### config.mk
export PLATFORM = sky130hd
export DESIGN_NAME = comparator_bist
export DESIGN_NICKNAME = d
export VERILOG_FILES = /design/src/rtl/comparator_bist.sv
export SDC_FILE = /design/constraint.sdc
export NUM_CORES = 1
export LEC_CHECK = 0
export CORE_MARGIN = 2
export CORE_UTILIZATION = 45
export DETAILED_ROUTE_END_ITERATION = 8
export PLACE_DENSITY = 0.73
export SYNTH_ARGS = -nofsm -noshare
export SYNTH_HDL_FRONTEND = slang
export SYNTH_SLANG_ARGS = --single-unit
export TNS_END_PERCENT = 100
### constraint.sdc
create_clock -name clk -period 6.35 [get_ports clk]
set_clock_uncertainty 0.1 [all_clocks]
set_input_delay 0.635 -clock clk [delete_from_list [all_inputs] [get_ports clk]]
set_output_delay 0.635 -clock clk [all_outputs]
set_load 0.05 [all_outputs]
### src/rtl/comparator_bist.sv
// Built-in test sequencer for the comparator family: sweeps every A/B pair, scores l/g/e.
// Optional macro COMPARATOR_BIST_EARLY_ABORT_EN ends the run on the first mismatch.
module comparator_bist #(
    parameter int unsigned WIDTH  = 1,
    parameter int unsigned SETTLE = 1
) (
    input  logic             clk,
    input  logic             rst,
    input  logic             start,
    output logic [WIDTH-1:0] a,
    output logic [WIDTH-1:0] b,
    input  logic             l,
    input  logic             g,
    input  logic             e,
    output logic             busy,
    output logic             done,
    output logic             pass,
    output logic [15:0]      err_count,
    output logic [WIDTH-1:0] fail_a,
    output logic [WIDTH-1:0] fail_b
);

    localparam int unsigned VW = 2 * WIDTH;

    typedef enum logic [1:0] {
        S_IDLE,
        S_WAIT,
        S_CHECK,
        S_DONE
    } state_t;

    state_t           r_state;
    state_t           w_state_nxt;
    logic [VW-1:0]    r_vec;
    logic [7:0]       r_settle;
    logic [15:0]      r_err_count;
    logic [WIDTH-1:0] r_fail_a;
    logic [WIDTH-1:0] r_fail_b;
    logic             r_pass;
    logic             w_mismatch;
    logic             w_last;

    assign a         = r_vec[VW-1:WIDTH];
    assign b         = r_vec[WIDTH-1:0];
    assign busy      = (r_state == S_WAIT) || (r_state == S_CHECK);
    assign done      = (r_state == S_DONE);
    assign pass      = r_pass;
    assign err_count = r_err_count;
    assign fail_a    = r_fail_a;
    assign fail_b    = r_fail_b;

    // Any differing flag counts as a single mismatch for the vector.
    assign w_mismatch = (l != (a < b)) || (g != (a > b)) || (e != (a == b));
    assign w_last     = &r_vec;

    always_comb begin
        w_state_nxt = r_state;
        case (r_state)
            S_IDLE:  if (start) w_state_nxt = S_WAIT;
            S_WAIT:  if (r_settle == 8'd0) w_state_nxt = S_CHECK;
            S_CHECK: begin
`ifdef COMPARATOR_BIST_EARLY_ABORT_EN
                if (w_last || w_mismatch) w_state_nxt = S_DONE;
`else
                if (w_last) w_state_nxt = S_DONE;
`endif
                else w_state_nxt = S_WAIT;
            end
            S_DONE:  w_state_nxt = S_IDLE;
            default: w_state_nxt = S_IDLE;
        endcase
    end

    always_ff @(posedge clk) begin
        if (rst) begin
            r_state     <= S_IDLE;
            r_vec       <= '0;
            r_settle    <= '0;
            r_err_count <= '0;
            r_fail_a    <= '0;
            r_fail_b    <= '0;
            r_pass      <= 1'b0;
        end else begin
            r_state <= w_state_nxt;
            case (r_state)
                S_IDLE: begin
                    if (start) begin
                        r_vec       <= '0;
                        r_settle    <= 8'(SETTLE - 1);
                        r_err_count <= '0;
                        r_fail_a    <= '0;
                        r_fail_b    <= '0;
                        r_pass      <= 1'b0;
                    end
                end
                S_WAIT: begin
                    if (r_settle != 8'd0) r_settle <= r_settle - 8'd1;
                end
                S_CHECK: begin
                    if (w_mismatch) begin
                        if (r_err_count != '1) r_err_count <= r_err_count + 16'd1;
                        if (r_err_count == '0) begin
                            r_fail_a <= a;
                            r_fail_b <= b;
                        end
                    end
                    if (w_state_nxt == S_WAIT) begin
                        r_vec    <= r_vec + VW'(1);
                        r_settle <= 8'(SETTLE - 1);
                    end
                    // Pass is resolved on entry to DONE, folding in this cycle's result.
                    if (w_state_nxt == S_DONE) r_pass <= (r_err_count == '0) && !w_mismatch;
                end
                default: ;
            endcase
        end
    end

endmodule

==> results of run 1 <==
[per-layer routing]
layer | global-route usage [%] | vias to the layer above | wire length [um]
li1 | - | 876 | -
met1 | 24.1 | 814 | 2000
met2 | 31.6 | 37 | 1950
met3 | 4.93 | 8 | 154
met4 | 7.00 | 0 | 58
met5 | 0 | - | 0
[placed cells by master (no fill, tap or decap), types with 7 or more instances in the layout]
master / n
nor2_1: 25
inv_1: 10
nand2_1: 19
clkbuf_8: 7
o21ai_0: 9
nand4_1: 8
clkdlybuf4s50_1: 28
ha_1: 10
nor3_1: 8
xor2_1: 7
a21oi_1: 19
dfxtp_1: 31
[worst max-delay path, stage by stage (launching register included)]
cell             delay [ns]
dfxtp_1                0.41
inv_1                  0.10
ha_1                   0.29
clkdlybuf4s50_1        0.80
[Yosys cell counts, drive strengths merged, types with 3 or more instances]
master / count
a21oi: 19
and3: 6
clkbuf: 4
dfxtp: 31
ha: 10
inv: 10
nand2: 19
nand3: 5
nand4: 9
nor2: 25
nor3: 8
nor4: 6
nor4b: 5
o211ai: 5
o21ai: 10
or3: 3
xnor2: 6
xor2: 7
[layout make-up]
type | instances | area (um^2) | area share, %
inverters | 11 | 41.3 | 1.84
repair buffers | 28 | 280 | 12.5
well taps | 50 | 62.6 | 2.79
multi-input cells | 175 | 1130 | 50.7
clock buffers | 8 | 100 | 4.47
flip-flops and latches | 31 | 621 | 27.7
[power groups by stage]
stage               Sequential, mW  Clock (mW)  Combinational (mW)
detailed placement           0.216           0               0.117
floorplan                    0.219           0              0.0874
global placement             0.216           0               0.117
finish                       0.212       0.173               0.118
CTS                          0.212       0.175               0.118
global route                 0.213       0.183               0.132
[worst max-delay path by stage]
| stage | start | end | slack (ns) | cells past startpoint |
|---|---|---|---|---|
| 6_report | r_state[1] | busy | 3.74 | 3 |
| 5_1_grt | r_state[0] | fail_a | 3.50 | 7 |
| 4_1_cts | r_state[1] | busy | 3.73 | 3 |
| 3_5_place_dp | start | err_count[14] | 3.65 | 5 |
| 3_3_place_gp | rst | err_count[14] | 3.69 | 4 |
| 2_1_floorplan | r_vec[1] | err_count[10] | 3.94 | 7 |
[through the flow]
step / hold slack [ns] / instance area [um^2]
CTS: 0.383 / 2240
global route: 0.418 / 2240
finish: 0.383 / 2240
detailed placement: 0.373 / 2140
global placement: 0.372 / 2140
floorplan: 0.349 / 1830
[registers in the layout (all words and copies together) (netlist names)]
signal,count
r_settle,8
fail_a,1
fail_b,1
pass,1
r_vec,2
err_count,16
r_state,2
[cells by family (layout without fill, tap and decap cells)]
family                   count (synthesis)  count (layout)  share of synthesized area (%)
buffers and inverters                   17              47                           4.30
XOR/XNOR                                13              13                           6.21
AO/OA/AOI/OAI                           53              53                           19.0
multiplexers                             3               3                           1.71
adder cells (fa/ha/maj)                 10              10                           6.82
AND/OR/NAND/NOR                         96              96                           28.2
flip-flops                              31              31                           33.8
==> run_results.csv, run 1 <==
group,metric,value,unit
final_layout,nets,268,
sta,finalCriticalPeriod,2.61,ns
grt,grt_pass1_wl,6610,um
cts,clock-sinks,31,
power,clkPwrFrac,34.3,%
sta,worstMarginPinSlew,1.09,ns
final_layout,final_core_util,56.4,%
hold_path,hold_class,"flip-flop to flip-flop",
setup_path,start_kind,"flip-flop",
routing,wl_per_cell,13.8,um
synth,syn_avg_cell_area,8.23,um^2
sta,rsz0062_at_grt,"false",
routing,first_pass_iters,4,
sta,maxSlewHeadroom,27.4,%
cts,cts_tree,"built",
cts,cts.reportedPaths.clkPinSlew,0.07,ns
floorplan,die_x,67.8,um
cts,clkLatencyLatePin,0.28,ns
floorplan,dieArea,0.00460,mm^2
synth,synth_edf_count,0,
sta,period_share,41.1,%
setup_path,crit_required,5.61,ns
placement,dp_cells,295,
grt,grt_max_degree,18,
setup_path,crit_fanout,5,
routing,finalWirelength,4170,um
synth,async_flop_share,0,%
floorplan,die_y,67.8,um
grt,grt_pass1_vias,1481,
power,seqPwrFrac,42.2,%
sta,setup_slack,3.74,ns
setup_path,worstRegToRegCells,7,
cts,clock-root-buffer,"clkbuf_8",
final_layout,drive_gt1_share,6.72,%
synth,synth_top_area_share,33.8,%
power,powerDensity,225,mW/mm^2
power,p_leak,0.776,nW
synth,synth_nets,239,
final_layout,diodes,0,
cts,htreeDepth,2,
hold_path,hold_end,"r_settle[1]",
setup_path,crit_path_end_kind,"output port",
setup_path,worstPathArrival,1.88,ns
hold_path,worstHoldStart,"r_settle[1]",
setup_path,rrSetupSlack,3.74,ns
final_layout,synthToLayoutAreaGrowth,22.1,%
synth,synthesis.area,0.00183,mm^2
synth,synthDistinctLibCells,50,
placement,hpwl,3020,um
sta,tns,0,ns
cts,ctsHoldBuffers,0,
hold_path,hold_depth,2,
power,power.internal,344,uW
routing,drc,0,
power,netSwitchingPower,159,uW
outcome,status,"complete, no violations",
cts,numCtsBuffers,5,
final_layout,fin_cells,303,
routing,post_drt_via_cell_ratio,5.73,
routing,drt-initial-drc-count,116,
synth,yosysTopAreaCell,"dfxtp_1",
sta,hold_violations,0,
power,ir_worst_vdd,0.133,mV
power,netSwitchingFraction,31.6,%
sta,setup_viol,0,
cts,postCtsSetupBuffers,0,
placement,place.gp.congestion,0.767,
cts,clk_path_buf_depth,2,
placement,io_buffers,28,
routing,vias,1735,
floorplan,row_count,23,
grt,grt-ovfl-total,0,
synth,synth_cells,223,
floorplan,coreArea,0.00397,mm^2
synth,yosys_register_bits,31,
grt,gr-usage-all-layers,19.2,%
sta,fmax,383,MHz
power,finalPower,503,uW
synth,yosys_warnings,0,
synth,synth.area.top_cells,"dfxtp_1 34%, ha_1 6.8%, a21oi_1 5.2%",
sta,maxSlewViolCount,0,
synth,ys_seq_area_share,33.8,%
setup_path,critPathKind,"flip-flop to output port",
floorplan,initial_core_util,46.2,%
grt,antenna_found_initial,0,
floorplan,io_pins,29,
cts,cts-resized-gates,0,
setup_path,r2r-end,"err_count[11]",
routing,final_antenna_net_count,0,
placement,pre_cts_slack,3.65,ns
flow_run,maxCapViolCount,0,
synth,synth_flop_cell,"dfxtp_1",
final_layout,fill_cells,359,
setup_path,regToRegStartpoint,"r_state[0]",
power,p_comb_share,23.5,%
(Power assumes the default switching activity.)
==> run 2: changes to the inputs <==
--- a/config.mk
+++ b/config.mk
@@ -8,7 +8,7 @@
 export CORE_MARGIN = 2
 export CORE_UTILIZATION = 45
 export DETAILED_ROUTE_END_ITERATION = 8
-export PLACE_DENSITY = 0.73
+export PLACE_DENSITY = 0.75
 export SYNTH_ARGS = -nofsm -noshare
 export SYNTH_HDL_FRONTEND = slang
 export SYNTH_SLANG_ARGS = --single-unit
==> constraint.sdc (replaced) <==
create_clock -name clk -period 2.12 [get_ports clk]
set_clock_uncertainty 0.1 [all_clocks]
set_input_delay 0.212 -clock clk [delete_from_list [all_inputs] [get_ports clk]]
set_output_delay 0.212 -clock clk [all_outputs]
set_load 0.05 [all_outputs]
==> run_results.csv, run 2 (same netlist as run 1, synthesis figures left out) <==
group,metric,value,unit
power,seqPwrFrac,37.7,%
setup_path,crit_required,2.25,ns
routing,post_drt_via_cell_ratio,5.77,
setup_path,worstRegToRegCells,7,
setup_path,r2r-end,"err_count[10]",
final_layout,layout_common_cells,"27 x clkdlybuf4s50_1, 25 x nor2_1, 25 x dfxtp_1, 20 x buf_4",
floorplan,die_y,67.8,um
sta,fmax,495,MHz
power,clkPwrFrac,36.6,%
cts,htreeDepth,2,
floorplan,initial_core_util,46.2,%
sta,setup_viol,0,
power,p_comb_share,25.7,%
cts,clock-sinks,31,
setup_path,start_kind,"flip-flop",
final_layout,final_common_cell,"clkdlybuf4s50_1",
outcome,status,"complete, no violations",
setup_path,crit_fanout,4,
power,p_leak,0.887,nW
floorplan,io_pins,29,
routing,vias,1859,
cts,cts_tree,"built",
setup_path,cp-startpoint,"r_vec[1]",
placement,io_buffers,28,
grt,grt_pass1_vias,1594,
sta,hold_violations,0,
cts,ctsHoldBuffers,0,
setup_path,regToRegStartpoint,"r_vec[1]",
sta,setup_slack,0.100,ns
power,powerDensity,684,mW/mm^2
setup_path,crit_path_end_kind,"flip-flop",
grt,grt_pass1_wl,7230,um
final_layout,largest_reg_flops,16,
cts,cts.reportedPaths.clkPinSlew,0.07,ns
sta,period_share,95.3,%
setup_path,worstPathArrival,2.15,ns
final_layout,fin_cells,322,
placement,dp_cells,313,
floorplan,dieArea,0.00460,mm^2
final_layout,drive_gt1_share,18.8,%
power,netSwitchingPower,509,uW
routing,wl_per_cell,14.4,um
cts,clkLatencyLatePin,0.29,ns
routing,final_antenna_net_count,0,
cts,numCtsBuffers,5,
setup_path,critPathKind,"flip-flop to flip-flop",
sta,finalCriticalPeriod,2.02,ns
floorplan,row_count,23,
grt,antenna_found_initial,0,
final_layout,nets,287,
final_layout,synthToLayoutAreaGrowth,33.7,%
placement,place.gp.congestion,0.790,
routing,drc,0,
cts,clock-root-buffer,"clkbuf_8",
sta,maxSlewViolCount,0,
placement,pre_cts_slack,0.0208,ns
hold_path,hold_class,"flip-flop to flip-flop",
flow_run,maxCapViolCount,0,
grt,grt-ovfl-total,0,
setup_path,crit_path_end,"err_count[10]",
floorplan,coreArea,0.00397,mm^2
power,power.internal,1.17,mW
grt,gr-usage-all-layers,21.0,%
setup_path,rrSetupSlack,0.10,ns
final_layout,diodes,0,
sta,worstMarginPinSlew,0.562,ns
routing,first_pass_iters,4,
power,finalPower,1.68,mW
grt,grt_max_degree,14,
placement,hpwl,3410,um
routing,finalWirelength,4650,um
routing,drt-initial-drc-count,121,
power,ir_worst_vdd,0.422,mV
final_layout,fill_cells,348,
power,netSwitchingFraction,30.3,%
floorplan,die_x,67.8,um
cts,clk_path_buf_depth,2,
sta,maxSlewHeadroom,62.3,%
## run 2: area by class of cell
type | count | area, um^2 | share of cell area [%]
Clock buffer | 6 | 82.6 | 3.37
Tap cell | 50 | 62.6 | 2.55
Multi-Input combinational cell | 175 | 1180 | 48.0
Clock inverter | 2 | 35.0 | 1.43
Timing Repair Buffer | 47 | 420 | 17.1
Sequential cell | 31 | 633 | 25.8
Inverter | 11 | 41.3 | 1.68
## run 2: per-layer routing
layer  track usage [%]  routed length, um
met4              8.25                102
met2              36.9               2310
met5                 0                  0
met1              25.4               1980
met3              3.95                261
## run 2: timing repair
| action | in CTS | in global routing |
|---|---|---|
| resized for setup | 0 | 9 |
| setup buffers | 0 | 1 |
| endpoints found under the setup margin | 0 | 15 |
## run 2: worst min path at each step
stage,startpoint,depth (start not counted),slack (ns),end
after floorplan,rst,2,0.32,r_settle[2]
after CTS,r_settle[7],2,0.39,r_settle[7]
final,r_settle[7],2,0.38,r_settle[7]
after global routing,r_settle[7],2,0.42,r_settle[7]
after global placement,r_settle[7],2,0.37,r_settle[7]
after detailed placement,r_settle[7],2,0.38,r_settle[7]
## run 2: power groups by stage
stage / Clock [mW] / Combinational [mW] / Sequential [mW]
finish: 0.613 / 0.430 / 0.633
global route: 0.647 / 0.470 / 0.636
CTS: 0.624 / 0.421 / 0.632
floorplan: 0 / 0.262 / 0.654
detailed placement: 0 / 0.418 / 0.645
global placement: 0 / 0.413 / 0.644
## run 2: through the flow
stage | hold WS [ns] | utilization (%) | setup TNS (ns) | cell area, um^2
final | 0.384 | 61.8 | 0 | 2450
after global routing | 0.416 | 61.8 | -0.0315 | 2450
after CTS | 0.391 | 60.5 | 0 | 2400
after detailed placement | 0.379 | 57.5 | 0 | 2280
after global placement | 0.369 | 57.5 | 0 | 2280
after floorplan | 0.315 | - | -0.00104 | 1850
## run 2: critical path, stage by stage, from the launching register on
cell and delay (ns):
dfxtp_4 0.35, buf_4 0.14, ha_1 0.22, xor2_2 0.20
nor3_1 0.10, o21a_1 0.23, or4_1 0.46, a21oi_1 0.14
==> edit 1: new RTL, config.mk and constraints of run 2 <==
Put a register stage on the output `b`, with the module's reset. The value now appears one clock later. The other outputs are not delayed to match.
--- a/src/rtl/comparator_bist.sv
+++ b/src/rtl/comparator_bist.sv
@@ -29,6 +29,8 @@
         S_DONE
     } state_t;
 
+    logic [WIDTH-1:0] b_d;
+
     state_t           r_state;
     state_t           w_state_nxt;
     logic [VW-1:0]    r_vec;
@@ -41,7 +43,7 @@
     logic             w_last;
 
     assign a         = r_vec[VW-1:WIDTH];
-    assign b         = r_vec[WIDTH-1:0];
+    assign b_d       = r_vec[WIDTH-1:0];
     assign busy      = (r_state == S_WAIT) || (r_state == S_CHECK);
     assign done      = (r_state == S_DONE);
     assign pass      = r_pass;
@@ -50,7 +52,7 @@
     assign fail_b    = r_fail_b;
 
     // Any differing flag counts as a single mismatch for the vector.
-    assign w_mismatch = (l != (a < b)) || (g != (a > b)) || (e != (a == b));
+    assign w_mismatch = (l != (a < b_d)) || (g != (a > b_d)) || (e != (a == b_d));
     assign w_last     = &r_vec;
 
     always_comb begin
@@ -101,7 +103,7 @@
                         if (r_err_count != '1) r_err_count <= r_err_count + 16'd1;
                         if (r_err_count == '0) begin
                             r_fail_a <= a;
-                            r_fail_b <= b;
+                            r_fail_b <= b_d;
                         end
                     end
                     if (w_state_nxt == S_WAIT) begin
@@ -116,5 +118,13 @@
         end
     end
 
+    always_ff @(posedge clk) begin
+        if (rst) begin
+            b <= '0;
+        end else begin
+            b <= b_d;
+        end
+    end
+
 endmodule
 
Formal check against the unedited RTL: not equivalent (Yosys sat finds a counterexample within 4 cycles, from zero or initial values and one cycle with rst high).
==> edit 1 against run 2 <==
Utilization is 0.67 points lower. Power is 20% lower. Setup slack got worse by 0.039 ns. Largest power group unchanged. Area after synthesis up 6.3%. Global-route usage decreased by 2.0 points. Sequential share of layout area down 0.052 points. Sequential cell count is 1 higher. First-iteration DRC count up 18%. Wire length hardly changed. Design area up 1.8%. Via count is 2.3% lower.
==> edit 1: results (changes against run 2) <==
{| class="wikitable"
! Metric !! Value
|-
| Iter 0 DRT Violations || 143 (was 121)
|-
| First-pass GRT wire length || 7.617 mm (was 7.231 mm)
|-
| Status || completed (unchanged)
|-
| Final layout net count || 279 (was 287)
|-
| Port Buffers || 28 (unchanged)
|-
| Total routing resource utilization after global routing || 19.00% (was 21.05%)
|-
| Insertion delay to the later sink of the worst-skew pair || between 0.2 and 0.3 ns
|-
| CP max FO || 5 (was 4)
|-
| Fraction of final layout cells sized beyond drive strength 1 || 18.18% (was 18.75%)
|-
| Net Count, Synth || 236 (was 239)
|-
| Worst min-delay path category || register to register (unchanged)
|-
| Maximum number of pins on one net before global-route repair || 16 (was 14)
|-
| Area contributors post-synth || sky130_fd_sc_hd__dfxtp_1 (33%), sky130_fd_sc_hd__xnor2_1 (7.6%), sky130_fd_sc_hd__ha_1 (6.4%) (was sky130_fd_sc_hd__dfxtp_1 (34%), sky130_fd_sc_hd__ha_1 (6.8%), sky130_fd_sc_hd__a21oi_1 (5.2%))
|-
| Clock buffer depth || 2 (unchanged)
|-
| Clock-pin slew on the worst setup and hold paths || 0.07 ns (about the same)
|-
| Wire length per cell after detailed routing || 14.81 µm (was 14.44 µm)
|-
| Count of antenna diodes in the layout || 0 (unchanged)
|-
| Proportion of total power due to net switching || 27.85% (was 30.34%)
|-
| Dpl hpwl || 3.224 mm (was 3.408 mm)
|-
| Async S/R FF share, synth || 0% (unchanged)
|-
| Netlist cell types || 51 (was 50)
|-
| Drt pass-1 iters || 4 (unchanged)
|-
| CTS Buf Count || 5 (unchanged)
|-
| Initial antenna violation count || 0 (unchanged)
|-
| Most instantiated flip-flop cell in the synthesis netlist || sky130_fd_sc_hd__dfxtp_1 (unchanged)
|-
| H-tree Lvls || 2 (unchanged)
|-
| Via count || 1817 (was 1859)
|-
| Placer congestion estimate || 0.8959 (was 0.7900)
|-
| Fill cell instance count of the final layout || 369 (was 348)
|-
| Total setup violations reported at the end of the flow || 0 (unchanged)
|-
| P_leak || 0.0009117 µW (was 0.0008869 µW)
|-
| Via count of the first global-routing pass || 1646 (was 1594)
|-
| Flip-flop count of the largest register, all copies and words added || 16 (unchanged)
|-
| Data arrival time of the worst path || 2.14 ns
|-
| Peak supply drop || 0.4554 mV (was 0.4223 mV)
|-
| Placement-stage worst setup slack || -0.007618 ns (was 0.02081 ns)
|-
| Tightest Pin Transition || 0.5023 ns (was 0.5616 ns)
|-
| Syn. warnings || 0 (unchanged)
|-
| Root Buffer || sky130_fd_sc_hd__clkbuf_8 (unchanged)
|-
| Share of the yosys chip area belonging to registers || 32.86% (was 33.83%)
|-
| Most common library cells after synthesis || sky130_fd_sc_hd__dfxtp_1 (32), sky130_fd_sc_hd__nor2_1 (23), sky130_fd_sc_hd__xnor2_1 (17), sky130_fd_sc_hd__inv_1 (12) (was sky130_fd_sc_hd__dfxtp_1 (31), sky130_fd_sc_hd__nor2_1 (25), sky130_fd_sc_hd__a21oi_1 (19), sky130_fd_sc_hd__nand2_1 (19))
|}
[edit 1: critical path, stage by stage, from the launching register on]
cell and delay [ns]:
sky130_fd_sc_hd__dfxtp_2 0.37, sky130_fd_sc_hd__inv_1 0.07, sky130_fd_sc_hd__ha_1 0.34, sky130_fd_sc_hd__xnor2_2 0.18
sky130_fd_sc_hd__a41o_2 0.27, sky130_fd_sc_hd__or3_1 0.37, sky130_fd_sc_hd__o32ai_1 0.26
[edit 1: cells by family after synthesis]
family / after synthesis / synth area share, %
buffers and inverters: 22 / 5.520
AO/OA/AOI/OAI: 48 / 20.35
adder cells (fa/ha/maj): 10 / 6.418
AND/OR/NAND/NOR: 88 / 25.67
multiplexers: 3 / 1.540
XOR/XNOR: 17 / 7.638
flip-flops: 32 / 32.86
[edit 1: power by group through the flow]
stage          combinational, µW  clock [µW]  sequential [µW]
2_1_floorplan                144           0              642
3_3_place_gp                 218           0              632
3_5_place_dp                 221           0              632
4_1_cts                      223         499              619
5_1_grt                      267         530              620
6_report                     245         485              619
[edit 1: layout make-up]
| class | count | area share [%] |
|---|---|---|
| clock buffer | 8 | 3.609 |
| inverter | 12 | 1.805 |
| multi-input combinational | 167 | 50.18 |
| sequential | 32 | 25.76 |
| tap | 50 | 2.506 |
| timing repair buffer | 45 | 16.14 |
[edit 1: final timing paths]
path / slack, ns / endpoint / start / cells past startpoint
worst max-delay path: 0.06 / fail_b / r_vec[1] / 6
worst min-delay path: 0.39 / fail_a / fail_a / 2
worst max register to register: 0.06 / fail_b / r_vec[1] / 6
worst min register to register: 0.39 / fail_a / fail_a / 2
[edit 1: per-layer routing]
metal / track usage, % / share of wire, % / vias to the layer above
met5: 0 / 0 / -
met4: 5.769 / 2.3 / 0
met3: 4.506 / 3.8 / 9
met2: 31.11 / 47 / 40
met1: 24.71 / 47 / 877
li1: - / - / 891
[edit 1: timing repair]
| action | CTS | global route |
|---|---|---|
| cloned | 0 | 1 |
| endpoints found under the setup margin | 2 | 17 |
| hold endpoints to repair | 0 | 0 |
| buffers inserted | 0 | 3 |
| resized for setup | 1 | 8 |
| pin swaps | 0 | 3 |
[edit 1: metrics by stage]
step,total power (µW),instance area (µm²),cells
2_1_floorplan,786.1,1951,220
3_3_place_gp,849.9,2331,302
3_5_place_dp,853.8,2331,302
4_1_cts,1341,2422,310
5_1_grt,1417,2496,314
6_report,1349,2496,314
==> edit 2: new RTL, config.mk and constraints of run 2 <==
Without the edit above. Build with the macro `COMPARATOR_BIST_EARLY_ABORT_EN` defined.
--- a/src/rtl/comparator_bist.sv
+++ b/src/rtl/comparator_bist.sv
@@ -1,5 +1,7 @@
 // Built-in test sequencer for the comparator family: sweeps every A/B pair, scores l/g/e.
 // Optional macro COMPARATOR_BIST_EARLY_ABORT_EN ends the run on the first mismatch.
+`define COMPARATOR_BIST_EARLY_ABORT_EN
+
 module comparator_bist #(
     parameter int unsigned WIDTH  = 1,
     parameter int unsigned SETTLE = 1
Check against the original RTL: not equivalent (a bounded check fails within 4 cycles, from zero or initial values and one cycle with rst high).
==> edit 2 against run 2 <==
The run now ends with setup timing left. Design area grew 17%. Sequential cell count is the same. Power decreased by 14%. Setup slack got worse by 0.18 ns. Area after synthesis increased by 7.7%. Critical path type unchanged. Wire length up 20%. First-iteration DRC count up 17%.
==> edit 2: results (changes against run 2) <==
{| class="wikitable"
! Metric !! Value
|-
| Status || finished, violations left (was completed)
|-
| Failing checks || setup timing
|-
| Most common library cells after synthesis || sky130_fd_sc_hd__dfxtp_1 (31), sky130_fd_sc_hd__nand2_1 (24), sky130_fd_sc_hd__inv_1 (17) (was sky130_fd_sc_hd__dfxtp_1 (31), sky130_fd_sc_hd__nor2_1 (25), sky130_fd_sc_hd__a21oi_1 (19), sky130_fd_sc_hd__nand2_1 (19))
|-
| Min setup slack post-route || -0.08289 ns (was 0.1001 ns)
|-
| Slowest stage cell, crit path || sky130_fd_sc_hd__dfxtp_4 (was sky130_fd_sc_hd__or4_1)
|-
| Clock group total power || 453 µW (was 613 µW)
|-
| Netlist cell types || 52 (was 50)
|-
| Complex-gate fraction of the synthesized area || 23.94% (was 18.96%)
|-
| Via count of the first global-routing pass || 1885 (was 1594)
|-
| Area contributors post-synth || sky130_fd_sc_hd__dfxtp_1 (31%), sky130_fd_sc_hd__ha_1 (6.3%), sky130_fd_sc_hd__nand2_1 (4.6%) (was sky130_fd_sc_hd__dfxtp_1 (34%), sky130_fd_sc_hd__ha_1 (6.8%), sky130_fd_sc_hd__a21oi_1 (5.2%))
|-
| Total setup violations reported at the end of the flow || 4 (was 0)
|-
| Final TNS setup || -0.1416 ns (was 0 ns)
|-
| Peak supply drop || 0.2756 mV (was 0.4223 mV)
|-
| Net Count, Synth || 250 (was 239)
|-
| Post-synthesis mux area share || 1.583% (was 1.705%)
|-
| Vias per cell || 5.969 (was 5.773)
|-
| Worst hold margin || 0.4338 ns (was 0.3842 ns)
|-
| CP peak stage delay || 0.37 ns (was 0.46 ns)
|-
| Placer congestion estimate || 0.7704 (was 0.7900)
|-
| Crit path to || r_settle[7] (was err_count[10])
|-
| Tightest Pin Transition || 0.8222 ns (was 0.5616 ns)
|-
| Data arrival time of the worst path || 2.29 ns (was 2.15 ns)
|-
| Fraction of final layout cells sized beyond drive strength 1 || 27.18% (was 18.75%)
|-
| CP delay by family, top || compound AO/OA/AOI/OAI gates (was simple AND/OR/NAND/NOR gates)
|-
| # placed instances || 329 (was 313)
|}
[edit 2: cell types whose count changed after synthesis, moves of 5 or more]
cell                      delta
sky130_fd_sc_hd__inv_1       +7
sky130_fd_sc_hd__nor3_1      -5
sky130_fd_sc_hd__o31ai_1     +6
sky130_fd_sc_hd__o21ai_0     -5
sky130_fd_sc_hd__nand2_1     +5
sky130_fd_sc_hd__a21oi_1    -10
sky130_fd_sc_hd__or4_1      +10
sky130_fd_sc_hd__nor2_1     -14
sky130_fd_sc_hd__nand3_1     +6
sky130_fd_sc_hd__xor2_1      -5
[edit 2: worst reg2reg max path, stage by stage, from the launching register on]
cell	delay, ns
sky130_fd_sc_hd__dfxtp_4	0.37
sky130_fd_sc_hd__inv_4	0.04
sky130_fd_sc_hd__ha_4	0.23
sky130_fd_sc_hd__xor2_4	0.21
sky130_fd_sc_hd__o41ai_4	0.37
sky130_fd_sc_hd__o21a_2	0.24
sky130_fd_sc_hd__nand4b_1	0.18
sky130_fd_sc_hd__o41ai_2	0.36
[edit 2: metal layers]
layer	GRT usage [%]	share of wire, %	up-vias
li1	-	-	1016
met1	28.65	46	998
met2	34.59	49	68
met3	4.040	4.2	7
met4	7.906	1.2	0
met5	0	0	-
[edit 2: layout make-up]
cell class | instances | area, µm²
multi-input cells | 178 | 1443
repair buffers | 64 | 581.8
fillers | 344 | 1423
clock buffers | 7 | 76.32
clock inverters | 1 | 5.005
well taps | 52 | 65.06
flip-flops and latches | 31 | 634.4
inverters | 17 | 66.31
[edit 2: repair_timing]
action,4_1_cts,5_1_grt
endpoints found under the hold margin,0,0
pin swaps,0,18
hold buffers,0,0
resized for setup,4,35
gates cloned,0,1
setup buffers,4,9
setup endpoints to repair,11,26
